File: config.mk
export PLATFORM = sky130hd
export DESIGN_NAME = veritune_player_flat
export DESIGN_NICKNAME = d
export VERILOG_FILES = /design/src/rtl/veritune_player_if.sv /design/src/rtl/veritune_player.sv /design/src/flat_wrapper.sv
export SDC_FILE = /design/constraint.sdc
export NUM_CORES = 1
export LEC_CHECK = 0
export BUFFER_PORTS_ARGS = -buffer_cell sky130_fd_sc_hd__buf_2
export CORE_MARGIN = 10
export CORE_UTILIZATION = 45
export CTS_CLUSTER_DIAMETER = 40
export DETAILED_ROUTE_END_ITERATION = 8
export GPL_TIMING_DRIVEN = 0
export PLACE_DENSITY_LB_ADDON = 0.05
export RECOVER_POWER = 50
export SKIP_CTS_REPAIR_TIMING = 1
export SLEW_MARGIN = 10
export SYNTH_ARGS = -nofsm -noshare
export SYNTH_HDL_FRONTEND = slang
export SYNTH_SLANG_ARGS = --single-unit
export TNS_END_PERCENT = 1
File: constraint.sdc
create_clock -name Clk -period 3.2 [get_ports Clk]
set_input_delay 0.32 -clock Clk [delete_from_list [all_inputs] [get_ports Clk]]
set_output_delay 0.32 -clock Clk [all_outputs]
set_load 0.01 [all_outputs]
File: src/rtl/veritune_player_if.sv
// Sample-RAM read port between the Veritune player and the sample memory.
// The player drives the master side, and the memory model drives the slave side.
interface veritune_player_if #(
  parameter int ADDR_W = 14
);
  logic              Rd_En;
  logic [ADDR_W-1:0] Rd_Addr;
  logic              Rd_Data;

  modport master (output Rd_En, output Rd_Addr, input Rd_Data);
  modport slave  (input Rd_En, input Rd_Addr, output Rd_Data);
endinterface

File: src/rtl/veritune_player.sv
// Veritune playback reader: a phase accumulator plays back the 1-bit recording pitch-shifted by Freq.
// Optional macro VERITUNE_PLAYER_LOOP_EN makes playback loop continuously instead of stopping after one pass.
module veritune_player #(
  parameter int ADDR_W     = 14,
  parameter int SAMPLE_DIV = 1024
) (
  input  logic                Clk,
  input  logic                Reset,
  input  logic                Play,
  input  logic [7:0]          Freq,
  input  logic [ADDR_W:0]     Rec_Len,
  veritune_player_if.master   mem,
  output logic                Audio_Out,
  output logic                Busy,
  output logic                Done
);

  localparam int CNT_W = (SAMPLE_DIV > 1) ? $clog2(SAMPLE_DIV) : 1;
  localparam logic [CNT_W-1:0] CNT_MAX = CNT_W'(SAMPLE_DIV - 1);

  typedef enum logic [2:0] {
    S_IDLE,
    S_FETCH,
    S_WAIT,
    S_HOLD,
    S_END,
    S_DONE_WAIT
  } state_t;

  state_t              r_state;
  state_t              w_state_next;
  logic [ADDR_W+7:0]   r_pos;
  logic [ADDR_W+7:0]   w_pos_sum;
  logic [CNT_W-1:0]    r_cnt;
  logic                r_audio;
  logic                w_tick;
  logic                w_at_end;
  logic                w_busy;
  logic                w_rd_en;
  logic                w_done;

  // pos is fixed point with 7 fractional bits, so bits above 7 form the sample index.
  assign w_pos_sum = r_pos + {{ADDR_W{1'b0}}, Freq};
  assign w_at_end  = (w_pos_sum[ADDR_W+7:7] >= Rec_Len);
  assign w_tick    = (r_cnt == CNT_MAX);

  // NOTE: Every output is decoded from state or from a reset register. An asynchronous reset therefore clears all outputs without a clock edge.
  assign mem.Rd_En   = w_rd_en;
  assign mem.Rd_Addr = r_pos[ADDR_W+6:7];
  assign Audio_Out   = r_audio;
  assign Busy        = w_busy;
  assign Done        = w_done;

  // NOTE: Sequential blocks use non-blocking assignments only. Every always_comb output gets a default first, so no latches are inferred.
  always_ff @(posedge Clk or posedge Reset) begin
    if (Reset) r_state <= S_IDLE;
    else       r_state <= w_state_next;
  end

  always_comb begin
    w_state_next = r_state;
    w_busy       = 1'b0;
    w_rd_en      = 1'b0;
    w_done       = 1'b0;
    case (r_state)
      S_IDLE: begin
        if (Play && (Rec_Len != '0)) w_state_next = S_FETCH;
      end
      S_FETCH: begin
        w_busy       = 1'b1;
        w_rd_en      = 1'b1;
        w_state_next = S_WAIT;
      end
      S_WAIT: begin
        w_busy       = 1'b1;
        w_state_next = S_HOLD;
      end
      S_HOLD: begin
        w_busy = 1'b1;
        if (w_tick) w_state_next = w_at_end ? S_END : S_FETCH;
      end
      S_END: begin
        w_done = 1'b1;
`ifdef VERITUNE_PLAYER_LOOP_EN
        w_busy       = 1'b1;
        w_state_next = S_FETCH;
`else
        w_state_next = S_DONE_WAIT;
`endif
      end
      S_DONE_WAIT: w_state_next = S_DONE_WAIT;
      default:     w_state_next = S_IDLE;
    endcase
    // Dropping Play abandons playback from any state, and Done is not pulsed.
    if (!Play) w_state_next = S_IDLE;
  end

  always_ff @(posedge Clk or posedge Reset) begin
    if (Reset) begin
      r_pos   <= '0;
      r_cnt   <= '0;
      r_audio <= 1'b0;
    end else begin
      if (w_busy) r_cnt <= w_tick ? '0 : r_cnt + 1'b1;
      case (r_state)
        S_IDLE: begin
          r_audio <= 1'b0;
          if (w_state_next == S_FETCH) begin
            r_pos <= '0;
            r_cnt <= '0;
          end
        end
        S_WAIT: r_audio <= mem.Rd_Data;
        S_HOLD: begin
          if (w_tick && !w_at_end) r_pos <= w_pos_sum;
        end
        S_END: begin
          r_audio <= 1'b0;
`ifdef VERITUNE_PLAYER_LOOP_EN
          r_pos <= '0;
`endif
        end
        default: ;
      endcase
      if (!Play) r_audio <= 1'b0;
    end
  end

endmodule

File: src/flat_wrapper.sv
// flat-port wrapper written by rule: the top's interface ports become plain ports
module veritune_player_flat 
#(
  parameter int ADDR_W     = 14,
  parameter int SAMPLE_DIV = 1024
)
  (Clk, Reset, Play, Freq, Rec_Len, Audio_Out, Busy, Done, mem_Rd_En, mem_Rd_Addr, mem_Rd_Data);
  veritune_player_if #(.ADDR_W(ADDR_W)) mem_i ();
  input  logic Clk;
  input  logic Reset;
  input  logic Play;
  input  logic [7:0] Freq;
  input  logic [ADDR_W:0] Rec_Len;
  output logic Audio_Out;
  output logic Busy;
  output logic Done;
  output wire logic [$bits(mem_i.Rd_En)-1:0] mem_Rd_En;
  output wire logic [$bits(mem_i.Rd_Addr)-1:0] mem_Rd_Addr;
  input wire logic [$bits(mem_i.Rd_Data)-1:0] mem_Rd_Data;
  assign mem_Rd_En = mem_i.Rd_En;
  assign mem_Rd_Addr = mem_i.Rd_Addr;
  assign mem_i.Rd_Data = mem_Rd_Data;
  veritune_player #(.ADDR_W(ADDR_W), .SAMPLE_DIV(SAMPLE_DIV)) u_core (.Clk(Clk), .Reset(Reset), .Play(Play), .Freq(Freq), .Rec_Len(Rec_Len), .mem(mem_i), .Audio_Out(Audio_Out), .Busy(Busy), .Done(Done));
endmodule
Word-level counts from Yosys, hierarchy flattened
Cells that the tools add are included.
{"block": "word_totals", "input_bits": 27, "output_inout_bits": 18, "wordCells": 44, "regBits": 36}
{"block": "classes", "n_reduce_logical": 10, "magnitude_cmp": 1, "addsub": 2, "n_eq_ne": 10, "muxes": 17}
{"operator": "22-bit two-way mux", "count": 2}
{"operator": "22-bit one-hot mux with 2 select lines", "count": 1}
{"operator": "10-bit two-way mux", "count": 4}
{"operator": "22-bit by 8-bit adder with 22-bit output", "count": 1}
{"operator": "15-bit greater-or-equal comparator", "count": 1}
{"operator": "3-bit one-hot mux with 5 select lines", "count": 1}
{"operator": "15-bit nonzero test", "count": 1}
{"operator": "3-bit two-way mux", "count": 4}
{"operator": "10-bit by 1-bit adder with 10-bit output (second input constant)", "count": 1}
{"operator": "10-bit equality test (second input constant)", "count": 1}
{"operator": "3-bit by 1-bit equality test with 1-bit output (second input constant)", "count": 2}
{"operator": "3-bit by 2-bit equality test with 1-bit output (second input constant)", "count": 2}
{"operator": "3-bit equality test (second input constant)", "count": 2}
{"operator": "1-bit two-way mux", "count": 4}
{"operator": "2-bit by 1-bit != test with 1-bit output (second input constant)", "count": 2}
{"operator": "2-bit OR reduction", "count": 2}
{"operator": "3-bit zero test", "count": 1}
{"operator": "3-bit by 2-bit != test with 1-bit output (second input constant)", "count": 1}
{"operator": "3-bit AND reduction", "count": 1}
{"operator": "3-bit OR reduction", "count": 1}
{"operator": "1-bit logical AND", "count": 2}
{"operator": "1-bit one-hot mux with 2 select lines", "count": 1}
{"operator": "2-bit nonzero test", "count": 1}
{"operator": "1-bit zero test", "count": 1}

Logic depth before layout (Yosys ltp)
Gate-level depths: netlist (run 1).
{"block": "logic_depth", "ltp_word": 9, "mapped_depth": 17, "depth_no_buf": 15}

Worst setup path after synthesis (run 1)
OpenSTA, ideal clock, no wires.
{"block": "synth_timing", "kind": "register to register", "start": "register u_core.r_pos[4]", "end": "register u_core.r_pos[12]", "slack_ps": -151, "stages_incl_launch_ff": 15, "n_path_buf": 1, "setup_time_ps": 118, "required_time_ps": 3082, "synth_period_minus_slack_ps": 3351, "t_arrival_ps": 3233, "path_cell_list": "dfrtp_1 > ha_1 > a21o_1 > a31o_2 > o211ai_1 > a211oi_1 > xor2_1 > ha_1 > a21oi_1 > o21ai_0 > a21oi_1 > o211ai_2 > buf_6 > mux2_4 > a21o_1"}
{"block": "synth_via", "elab_chain_cells": 9, "elab_cells_between_ends": 14, "classes_between": "add/sub: 1; order compare: 1; eq/ne: 3; mux: 6; reduce/logical: 3"}
{"element": "start: declaration", "line": "veritune_player.sv:32", "source": "logic [ADDR_W+7:0] r_pos;"}
{"element": "start signal: assignment", "line": "veritune_player.sv:115", "source": "if (w_tick && !w_at_end) r_pos <= w_pos_sum;"}
{"element": "22-bit by 8-bit adder with 22-bit output *", "line": "veritune_player.sv:43", "source": "assign w_pos_sum = r_pos + {{ADDR_W{1'b0}}, Freq};"}
{"element": "15-bit greater-or-equal comparator", "line": "veritune_player.sv:44", "source": "assign w_at_end = (w_pos_sum[ADDR_W+7:7] >= Rec_Len);"}
{"element": "3-bit two-way mux (2 in a row)", "line": "veritune_player.sv:80", "source": "if (w_tick) w_state_next = w_at_end ? S_END : S_FETCH;"}
{"element": "3-bit one-hot mux with 5 select lines", "line": "veritune_player.sv:65", "source": "case (r_state)"}
{"element": "3-bit two-way mux", "line": "veritune_player.sv:95", "source": "if (!Play) w_state_next = S_IDLE;"}
{"element": "3-bit by 1-bit equality test with 1-bit output", "line": "veritune_player.sv:108", "source": "if (w_state_next == S_FETCH) begin"}
{"element": "2-bit by 1-bit != test with 1-bit output (no source line)"}
{"element": "3-bit AND reduction (no source line)"}
Mark *: on every way between the ends. The rest lies on a longest branch, timed or not. The select of a mux whose other input is x is not followed.
A chain may end at the register's enable or synchronous reset.

Final worst setup path (run 1)
{"block": "layout_timing", "start": "register u_core.r_pos[0]", "end": "register u_core.r_pos[9]"}
The elaborated chain is that of the path after synthesis.

==> out/summary.txt, run 1 <==
status - finished, violations left
failing checks - setup timing
Clock Latency Late Sink - 0.29 ns
Cell Pwr Density - 285.5 mW/mm2
syn nets - 386
final cell utilization of the core - 56.83%
RSZ-0062 raised after global routing - true
Leak - 1.946 nW
Final nets - 444
Synth area leader - dfrtp_1
worst rel slew slack - 3.601%
Synth area leaders - dfrtp_1 31%, ha_1 10%, xor2_1 3.9%
DP HPWL - 5.448 mm
Die Wd - 100.8 um
initial antenna violation count - 0
DR vias - 2551
Die Footprint - 0.01016 mm2
Slew @ Worst Pin - 1.444 ns
DRC Markers - 0
Slowest-stage cell, CP - fa_2
critical path arrival - 3.78 ns
GRT Total Usage - 14.22%
worst hold slack - 0.2761 ns
fillers - 592
CP cell instances - ha_2, inv_2, fa_2, nor2b_4, o2111ai_4, a21boi_4, buf_6, o211ai_1, xnor2_1, ha_1, nand2_2, nor2_4, nand2_4, o211ai_4, buf_6, mux2_4, a21o_1
clk sinks - 36
largest net degree at the start of global routing - 37
clk_skew - 0.005030 ns
Antenna Diode Count - 0
TritonCTS Buffers - 5
post-synth top area share - 30.66%
Top FF cell, synth - dfrtp_1
Crit Path Class - flip-flop to flip-flop
Iter 0 DRT Violations - 77
clock-pin slew on the worst setup and hold paths - 0.08 ns
Top Family by Delay on Critical Path - adder cells
post-route minimum period - 3.594 ns
Final Hold Vio Count - 0
power consumption - 1.030 mW
Max Cap Viol - 0
routed vias/inst - 5.428
I/O pins - 45
fin area - 0.003608 mm2
placed insts - 455
Die Ht - 100.8 um
fraction of layout cells with a size suffix above 1 - 29.26%
total grt overflow - 0
Non-Filler Instances - 470
Post-Syn Area - 0.002938 mm2
worst path bufs/invs - 3
FF+latch count, synth - 36
Core Area - 0.006350 mm2
period utilisation layout - 112.3%
post-route ant nets - 0
Slew Limit Fails - 0
Clock Path Buffers - 2
GP Congestion - 0.8084
Cell variety after synth - 51
vias in the first global route - 2455
Root Buffer - clkbuf_8
placed inst area - 0.003296 mm2
Post-synth EDFFs - 0
I/O Buffers - 44
final setup fails - 23
PnR worst setup slack - -0.3941 ns
DRT Wirelength - 7.373 mm
CTS tree - done
worst min-delay path class - primary input to flip-flop
Critical Path Max Stage Delay - 0.39 ns
sequential-to-total area share from yosys stat - 30.66%
crit path launch type - flip-flop
H-Tree Depth - 2
crit path capture type - flip-flop
Peak VDD IR - 0.2200 mV
row count - 29
syn_area_per_cell - 8.796 um2
WL/cell - 15.69 um
DR pass1 iterations - 4
area added between synthesis and finish - 22.83%
first-pass GRT wire length - 11.91 mm
critical path fanouts, max - 5
achievable frequency - 278.2 MHz
ys async rst share - 100.0%
Ys Warns - 0
worst path required time - 3.38 ns
initial core utilization - 46.27%
Cells after Synth - 334
Top cell by count, worst path - buf_6
==> registers in the layout (all words and copies together) (netlist names) <==
name	cells
u_core.Audio_Out	1
u_core.r_cnt	10
u_core.r_pos	22
u_core.r_state	3
==> path summary, 6_finish.rpt <==
check | start | end | slack, ns | depth (start not counted)
max in group asynchronous | Reset | u_core.r_pos[13] | 1.91 | 2
worst min register to register | u_core.r_pos[0] | u_core.r_pos[0] | 0.51 | 2
min in group asynchronous | Reset | u_core.r_pos[0] | 0.44 | 2
worst min-delay path | Play | u_core.r_state[0] | 0.28 | 2
worst max-delay path | u_core.r_pos[0] | u_core.r_pos[9] | -0.39 | 17
worst max register to register | u_core.r_pos[0] | u_core.r_pos[9] | -0.39 | 17
==> worst register-to-register path, delay by kind of cell (launching register included) <==
family	cells	cell delay, ns
AOI/OAI and AO/OA	5	0.90
xor gates and xnor gates	1	0.21
adders and majority gates	3	0.90
buffers and inverters	3	0.37
DFF	1	0.35
muxes	1	0.30
and+or+nand+nor	4	0.47
==> synthesized netlist by cell type (4+ instances only) <==
library cell and instances:
dfrtp_1 36, o21ai_0 8, clkbuf_1 8, nand2_1 20, a211oi_1 6, o21a_1 4
nor2_1 16, nor3b_1 5, and2_1 4, mux2_4 4, and3_1 8, ha_1 24
nor4_1 4, xnor2_1 11, nor2b_1 6, nor3_1 8, a21oi_1 16, buf_4 14
o21ai_1 12, inv_1 26, nand3_1 16, xor2_1 13, nand4_1 4, a21o_1 15
mux2i_1 6
==> routing by layer <==
metal	vias up	part of all wire (%)	track usage, %
li1	1293	-	-
met1	1210	47	18.83
met2	42	47	22.75
met3	6	4.8	3.361
met4	0	0.83	3.261
met5	-	0	0
==> logic make-up after synthesis <==
group / share of synthesized area (%)
AO/OA/AOI/OAI: 18.44
XOR/XNOR: 7.155
adder cells (fa/ha/maj): 10.90
buffers and inverters: 8.816
flip-flops: 30.66
multiplexers: 4.472
AND/OR/NAND/NOR: 19.55
==> stage by stage <==
step | setup WS [ns] | TNS [ns]
finish | -0.3941 | -7.356
global route | -0.5813 | -11.91
CTS | -0.7799 | -14.46
detailed placement | -0.7921 | -15.14
global placement | -0.7271 | -14.17
floorplan | -0.1243 | -1.126
==> report_power, final <==
part	switching, mW	total (mW)	internal (mW)
logic	0.0852	0.146	0.0612
clock network	0.165	0.396	0.231
registers	0.0150	0.488	0.473
==> placed cells by master, fill, tap and decap left out, types with 6 or more instances in the layout <==
cell,netlist,layout
clkbuf_1,8,7
mux2i_1,6,6
nor2_1,16,15
nand3_1,16,16
and3_1,8,8
a21oi_1,16,14
buf_4,14,20
xnor2_1,11,10
o21ai_1,12,15
nor3_1,8,8
nand2_1,20,17
dfrtp_1,36,36
xor2_1,13,12
ha_1,24,21
a21o_1,15,15
buf_2,3,46
inv_1,26,25
==> area by class of cell <==
type	count	area, um2	share of cell area [%]
plain buffers	25	166.4	4.612
inverters	26	97.59	2.705
well taps	77	96.34	2.670
clock inverters	2	35.03	0.9709
multi-input cells	246	1954	54.16
clock buffers	6	72.57	2.011
repair buffers	52	285.3	7.906
flip-flops and latches	36	900.9	24.97
No activity file was read; power rests on OpenSTA's default activity.
==> inputs of run 2 (changes only) <==
Settings changed: CTS_BUF_LIST set to sky130_fd_sc_hd__clkbuf_2.
==> out/summary.txt, run 2 (synthesized netlist as in run 1, its figures left out) <==
crit path launch type - flip-flop
Cell Pwr Density - 260.6 mW/mm2 (-8.7%)
DR pass1 iterations - 4 (unchanged)
busiest layer in global routing - met2
hold path start - Play
vias in the first global route - 2445 (-0.41%)
M3 GR Usage - 3.361% (unchanged)
Iter 0 DRT Violations - 75 (-2.6%)
DR vias - 2531 (-0.78%)
Peak VDD IR - 0.2046 mV (-7.0%)
CTS tree - done
most frequent cells in the layout - 46 x buf_2, 36 x dfrtp_1, 25 x inv_1
worst rel slew slack - 3.916% (+0.31 points)
Reg2Reg Setup Slack - -0.41 ns (about the same)
Max Cap Viol - 0 (unchanged)
final setup fails - 23 (unchanged)
Final nets - 443 (-0.23%)
placed inst area - 0.003296 mm2 (unchanged)
worst path required time - 3.51 ns (+0.13 ns)
Slew Limit Fails - 0 (unchanged)
RSZ-0062 raised after global routing - true
hold endpoint - u_core.r_state[0]
DRC Markers - 0 (unchanged)
first-pass GRT wire length - 11.89 mm (-0.18%)
Die Ht - 100.8 um (unchanged)
clock-pin slew on the worst setup and hold paths - 0.19 ns (+0.11 ns)
clk_skew - 0.01137 ns (+0.006338 ns)
reg2reg path depth - 17 (unchanged)
H-Tree Depth - 2 (unchanged)
Slew @ Worst Pin - 1.440 ns (-0.004717 ns)
achievable frequency - 277.1 MHz (-0.39%)
I/O pins - 45 (unchanged)
post-route ant nets - 0 (unchanged)
area added between synthesis and finish - 21.08%
Crit Reg-Reg Startpoint - u_core.r_pos[0]
worst min-delay path class - primary input to flip-flop
Die Footprint - 0.01016 mm2 (unchanged)
PnR worst setup slack - -0.4083 ns (-0.01416 ns)
GP Congestion - 0.8084 (unchanged)
status - finished, violations left
Post-Place Setup Slack - -0.7921 ns (unchanged)
worst r2r dst - u_core.r_pos[9]
Non-Filler Instances - 469 (-0.21%)
commonest non-fill, non-tap cell in the layout - buf_2
fin area - 0.003557 mm2 (-1.4%)
Die Wd - 100.8 um (unchanged)
fillers - 602 (+1.7%)
TritonCTS Buffers - 5 (unchanged)
post-route minimum period - 3.608 ns (+0.01416 ns)
Leak - 1.929 nW (-0.87%)
DRT Wirelength - 7.331 mm (-0.57%)
max reg flops - 22 (unchanged)
DP HPWL - 5.448 mm (unchanged)
M1 GR Usage - 18.79% (-0.033 points)
placed insts - 455 (unchanged)
worst hold slack - 0.1501 ns (-0.1260 ns)
WL/cell - 15.63 um (-0.36%)
Crit Path Class - flip-flop to flip-flop
period utilisation layout - 112.8% (+0.44 points)
Antenna Diode Count - 0 (unchanged)
GRT Total Usage - 14.22% (about the same)
total grt overflow - 0 (unchanged)
Core Area - 0.006350 mm2 (unchanged)
Clock Path Buffers - 2 (unchanged)
failing checks - setup timing
Largest regs - u_core.r_pos x22, u_core.r_cnt x10, u_core.r_state x3
largest net degree at the start of global routing - 37 (unchanged)
hold path depth - 2 (unchanged)
crit path capture type - flip-flop
fraction of layout cells with a size suffix above 1 - 29.34% (+0.075 points)
clk sinks - 36 (unchanged)
Top reg by flops - u_core.r_pos
Root Buffer - clkbuf_2
routed vias/inst - 5.397 (-0.57%)
I/O Buffers - 44 (unchanged)
initial core utilization - 46.27% (unchanged)
Clock Latency Late Sink - 0.39 ns (+0.10 ns)
Final Hold Vio Count - 0 (unchanged)
critical path arrival - 3.92 ns (+0.14 ns)
critical path fanouts, max - 5 (unchanged)
initial antenna violation count - 0 (unchanged)
row count - 29 (unchanged)
met2 usage - 22.65% (-0.098 points)
[run 2: changes by cell type in the layout (fill, tap and decap cells not counted), sizes merged]
cell	change
buf	-1
[run 2: through the flow]
stage | TNS (ns) | util [%] | power, mW
6_report | -7.904 | 56.02 | 0.9269
5_1_grt | -12.38 | 56.02 | 0.9856
4_1_cts | -14.76 | 52.93 | 0.9400
3_5_place_dp | -15.14 | 51.90 | 0.6392
3_3_place_gp | -14.17 | 51.90 | 0.6342
2_1_floorplan | -1.126 | - | 0.5876
[run 2: critical path: stages, from the launching register on]
cell       delay [ns]
dfrtp_1          0.39
ha_2             0.19
inv_2            0.04
fa_2             0.39
nor2b_4          0.17
o2111ai_4        0.14
a21boi_4         0.23
buf_6            0.15
o211ai_1         0.11
xnor2_1          0.20
ha_1             0.32
nand2_2          0.06
nor2_4           0.16
nand2_4          0.08
o211ai_4         0.25
buf_6            0.18
mux2_4           0.30
a21o_1           0.17
[run 2: cell type report]
type | instances | area, um2 | share of cell area (%)
clock buffers | 6 | 30.03 | 0.8442
well taps | 77 | 96.34 | 2.708
multi-input cells | 246 | 1953 | 54.91
flip-flops and latches | 36 | 900.9 | 25.33
clock inverters | 2 | 35.03 | 0.9849
repair buffers | 51 | 277.8 | 7.809
inverters | 26 | 97.59 | 2.744
plain buffers | 25 | 166.4 | 4.678
[run 2: how the worst max path moves through the flow]
stage | depth (start not counted) | endpoint | startpoint
after floorplan | 14 | u_core.r_pos[12] | u_core.r_pos[4]
after global placement | 18 | u_core.r_pos[2] | Freq[0]
after detailed placement | 17 | u_core.r_pos[7] | Freq[0]
after CTS | 16 | u_core.r_pos[7] | u_core.r_pos[0]
after global routing | 18 | u_core.r_pos[14] | u_core.r_pos[0]
final | 17 | u_core.r_pos[9] | u_core.r_pos[0]
[run 2: power by group]
part	switching [mW]	internal, mW
Sequential	0.0153	0.473
Clock	0.158	0.134
Combinational	0.0853	0.0612
Total	0.258	0.669
[run 2: metal layers]
layer / wire (um) / share of wire [%]
met1: 3506 / 48
met2: 3388 / 46
met3: 335 / 4.6
met4: 102 / 1.4
met5: 0 / 0
==> inputs of run 3 (changes only) <==
Settings changed: CORE_UTILIZATION 45 to 40.
Clock period 3.2 ns to 4.18 ns, I/O delays scaled along.
==> out/summary.txt, run 3 (synthesized netlist as in run 1, its figures left out) <==
internal power - 444.4 uW (-34%)
Leak - 1.815 nW (-5.9%)
WL/cell - 14.46 um (-7.5%)
reg2reg path depth - 17 (unchanged)
switch share - 30.48% (+2.6 points)
RSZ-0062 raised after global routing - false
Core Area - 0.007214 mm2 (+14%)
DR pass1 iterations - 4 (unchanged)
clock group share of total power - 24.9% (-6.6 points)
crit path capture type - flip-flop
combinational share of power - 16.6% (+0.8 points)
hold path depth - 2 (unchanged)
Non-Filler Instances - 489 (+4.3%)
CP Depth - 17 (unchanged)
H-Tree Depth - 2 (unchanged)
first-pass GRT wire length - 11.91 mm (+0.18%)
TritonCTS Buffers - 5 (unchanged)
I/O pins - 45 (unchanged)
Die Footprint - 0.01117 mm2 (+10%)
post-route minimum period - 3.865 ns (+0.2570 ns)
Root Buffer - clkbuf_2
routed vias/inst - 5.047 (-6.5%)
vias in the first global route - 2443 (-0.082%)
Cell Pwr Density - 190.4 mW/mm2 (-27%)
most frequent cells in the layout - 43 x buf_2, 36 x dfrtp_1, 26 x inv_1
Clock Path Buffers - 2 (unchanged)
GP Congestion - 0.7856 (-2.8%)
Final Hold Vio Count - 0 (unchanged)
worst path bufs/invs - 3 (unchanged)
final setup fails - 0 (-100%)
Critical Path Max Stage Delay - 0.40 ns (about the same)
CTS tree - done
I/O Buffers - 44 (unchanged)
CP cell instances - ha_1, inv_1, fa_1, nor2b_1, o2111ai_1, a21boi_2, o21ai_0, xnor2_1, ha_1, nand2_1, o21ai_0, a21oi_1, o211ai_2, buf_6, buf_2, nor3_1, o21bai_1
DP HPWL - 5.497 mm (+0.90%)
clk_skew - 0.01483 ns (+0.003459 ns)
worst path required time - 4.51 ns (+1.00 ns)
worst min-delay path class - primary input to flip-flop
total grt overflow - 0 (unchanged)
Crit Path Class - flip-flop to flip-flop
worst hold slack - 0.2374 ns (+0.08730 ns)
Final nets - 441 (-0.45%)
critical path fanouts, max - 10 (+5)
DRC Markers - 0 (unchanged)
Iter 0 DRT Violations - 119 (+59%)
clk sinks - 36 (unchanged)
sequential power share - 58.4% (+5.7 points)
status - finished clean
Slew Limit Fails - 0 (unchanged)
initial antenna violation count - 0 (unchanged)
worst rel slew slack - 1.849% (-2.1 points)
Largest regs - u_core.r_pos x22, u_core.r_cnt x10, u_core.r_state x3
DRT Wirelength - 7.072 mm (-3.5%)
Net Sw Power - 194.9 uW (-25%)
Top Family by Delay on Critical Path - compound AO/OA/AOI/OAI gates
initial core utilization - 40.72% (-5.5 points)
Die Wd - 105.7 um (+4.9%)
largest net degree at the start of global routing - 27 (-27%)
critical path arrival - 4.19 ns (+0.27 ns)
max reg flops - 22 (unchanged)
Slew @ Worst Pin - 1.472 ns (+0.03259 ns)
Max Cap Viol - 0 (unchanged)
Top reg by flops - u_core.r_pos
clock-pin slew on the worst setup and hold paths - 0.20 ns (about the same)
Clock Latency Late Sink - 0.39 ns (about the same)
commonest non-fill, non-tap cell in the layout - buf_2
post-route ant nets - 0 (unchanged)
GRT Total Usage - 12.84% (-1.4 points)
crit path launch type - flip-flop
Die Ht - 105.7 um (+4.9%)
row count - 31 (+6.9%)
achievable frequency - 258.7 MHz (-6.7%)
placed insts - 478 (+5.1%)
period utilisation layout - 92.47% (-20 points)
fraction of layout cells with a size suffix above 1 - 21.03% (-8.3 points)
area added between synthesis and finish - 14.31%
DR vias - 2468 (-2.5%)
Antenna Diode Count - 0 (unchanged)
Slowest-stage cell, CP - dfrtp_1
Peak VDD IR - 0.1272 mV (-38%)
run 3: cell count changes in the layout (fill, tap and decap cells not counted), moves of 3 or more:
cell,before,now
o21ai_0,5,8
buf_4,19,13
buf_2,46,43
a211oi_2,4,1
clkbuf_1,6,12
nand2_1,17,20
a211oi_1,1,5
ha_1,21,24
run 3: through the flow:
| step | setup WS [ns] | area [um2] | utilization (%) | total power [mW] | TNS [ns] |
|---|---|---|---|---|---|
| 5_1_grt | 0.004749 | 3358 | 46.55 | 0.6863 | 0 |
| 6_report | 0.3147 | 3358 | 46.55 | 0.6393 | 0 |
| 3_3_place_gp | -0.02223 | 3282 | 45.49 | 0.4843 | -0.03906 |
| 3_5_place_dp | 0.04077 | 3302 | 45.77 | 0.4899 | 0 |
| 2_1_floorplan | 0.7627 | 2938 | - | 0.4489 | 0 |
| 4_1_cts | 0.1494 | 3341 | 46.31 | 0.6556 | 0 |
run 3: cell type report:
class | instances | area [um2]
fillers | 749 | 3856
multi-input cells | 246 | 1790
flip-flops and latches | 36 | 900.9
repair buffers | 48 | 245.2
plain buffers | 26 | 161.4
well taps | 99 | 123.9
inverters | 26 | 97.59
clock buffers | 5 | 25.02
clock inverters | 3 | 13.76
run 3: final timing paths:
kind	to	slack (ns)	start
setup / recovery	u_core.r_pos[14]	0.31	u_core.r_pos[0]
hold / removal	u_core.r_state[0]	0.24	Play
setup reg to reg	u_core.r_pos[14]	0.31	u_core.r_pos[0]
hold reg to reg	u_core.r_pos[0]	0.53	u_core.r_pos[0]
max in group asynchronous	u_core.r_cnt[2]	1.96	Reset
min in group asynchronous	u_core.r_pos[2]	0.53	Reset
run 3: power groups by stage:
| stage | sequential (mW) | combinational (mW) | clock, mW |
|---|---|---|---|
| 6_report | 0.374 | 0.106 | 0.159 |
| 5_1_grt | 0.377 | 0.125 | 0.185 |
| 4_1_cts | 0.374 | 0.110 | 0.172 |
| 3_5_place_dp | 0.380 | 0.110 | 0 |
| 3_3_place_gp | 0.379 | 0.105 | 0 |
| 2_1_floorplan | 0.377 | 0.0718 | 0 |
run 3: layer usage:
layer / track usage, % / routed length, um / part of all wire [%] / up-vias
met5: 0 / 0 / 0 / -
met4: 3.191 / 66 / 0.93 / 0
met3: 2.984 / 288 / 4.1 / 6
met2: 19.57 / 3008 / 43 / 38
met1: 17.81 / 3708 / 52 / 1132
li1: - / - / - / 1292
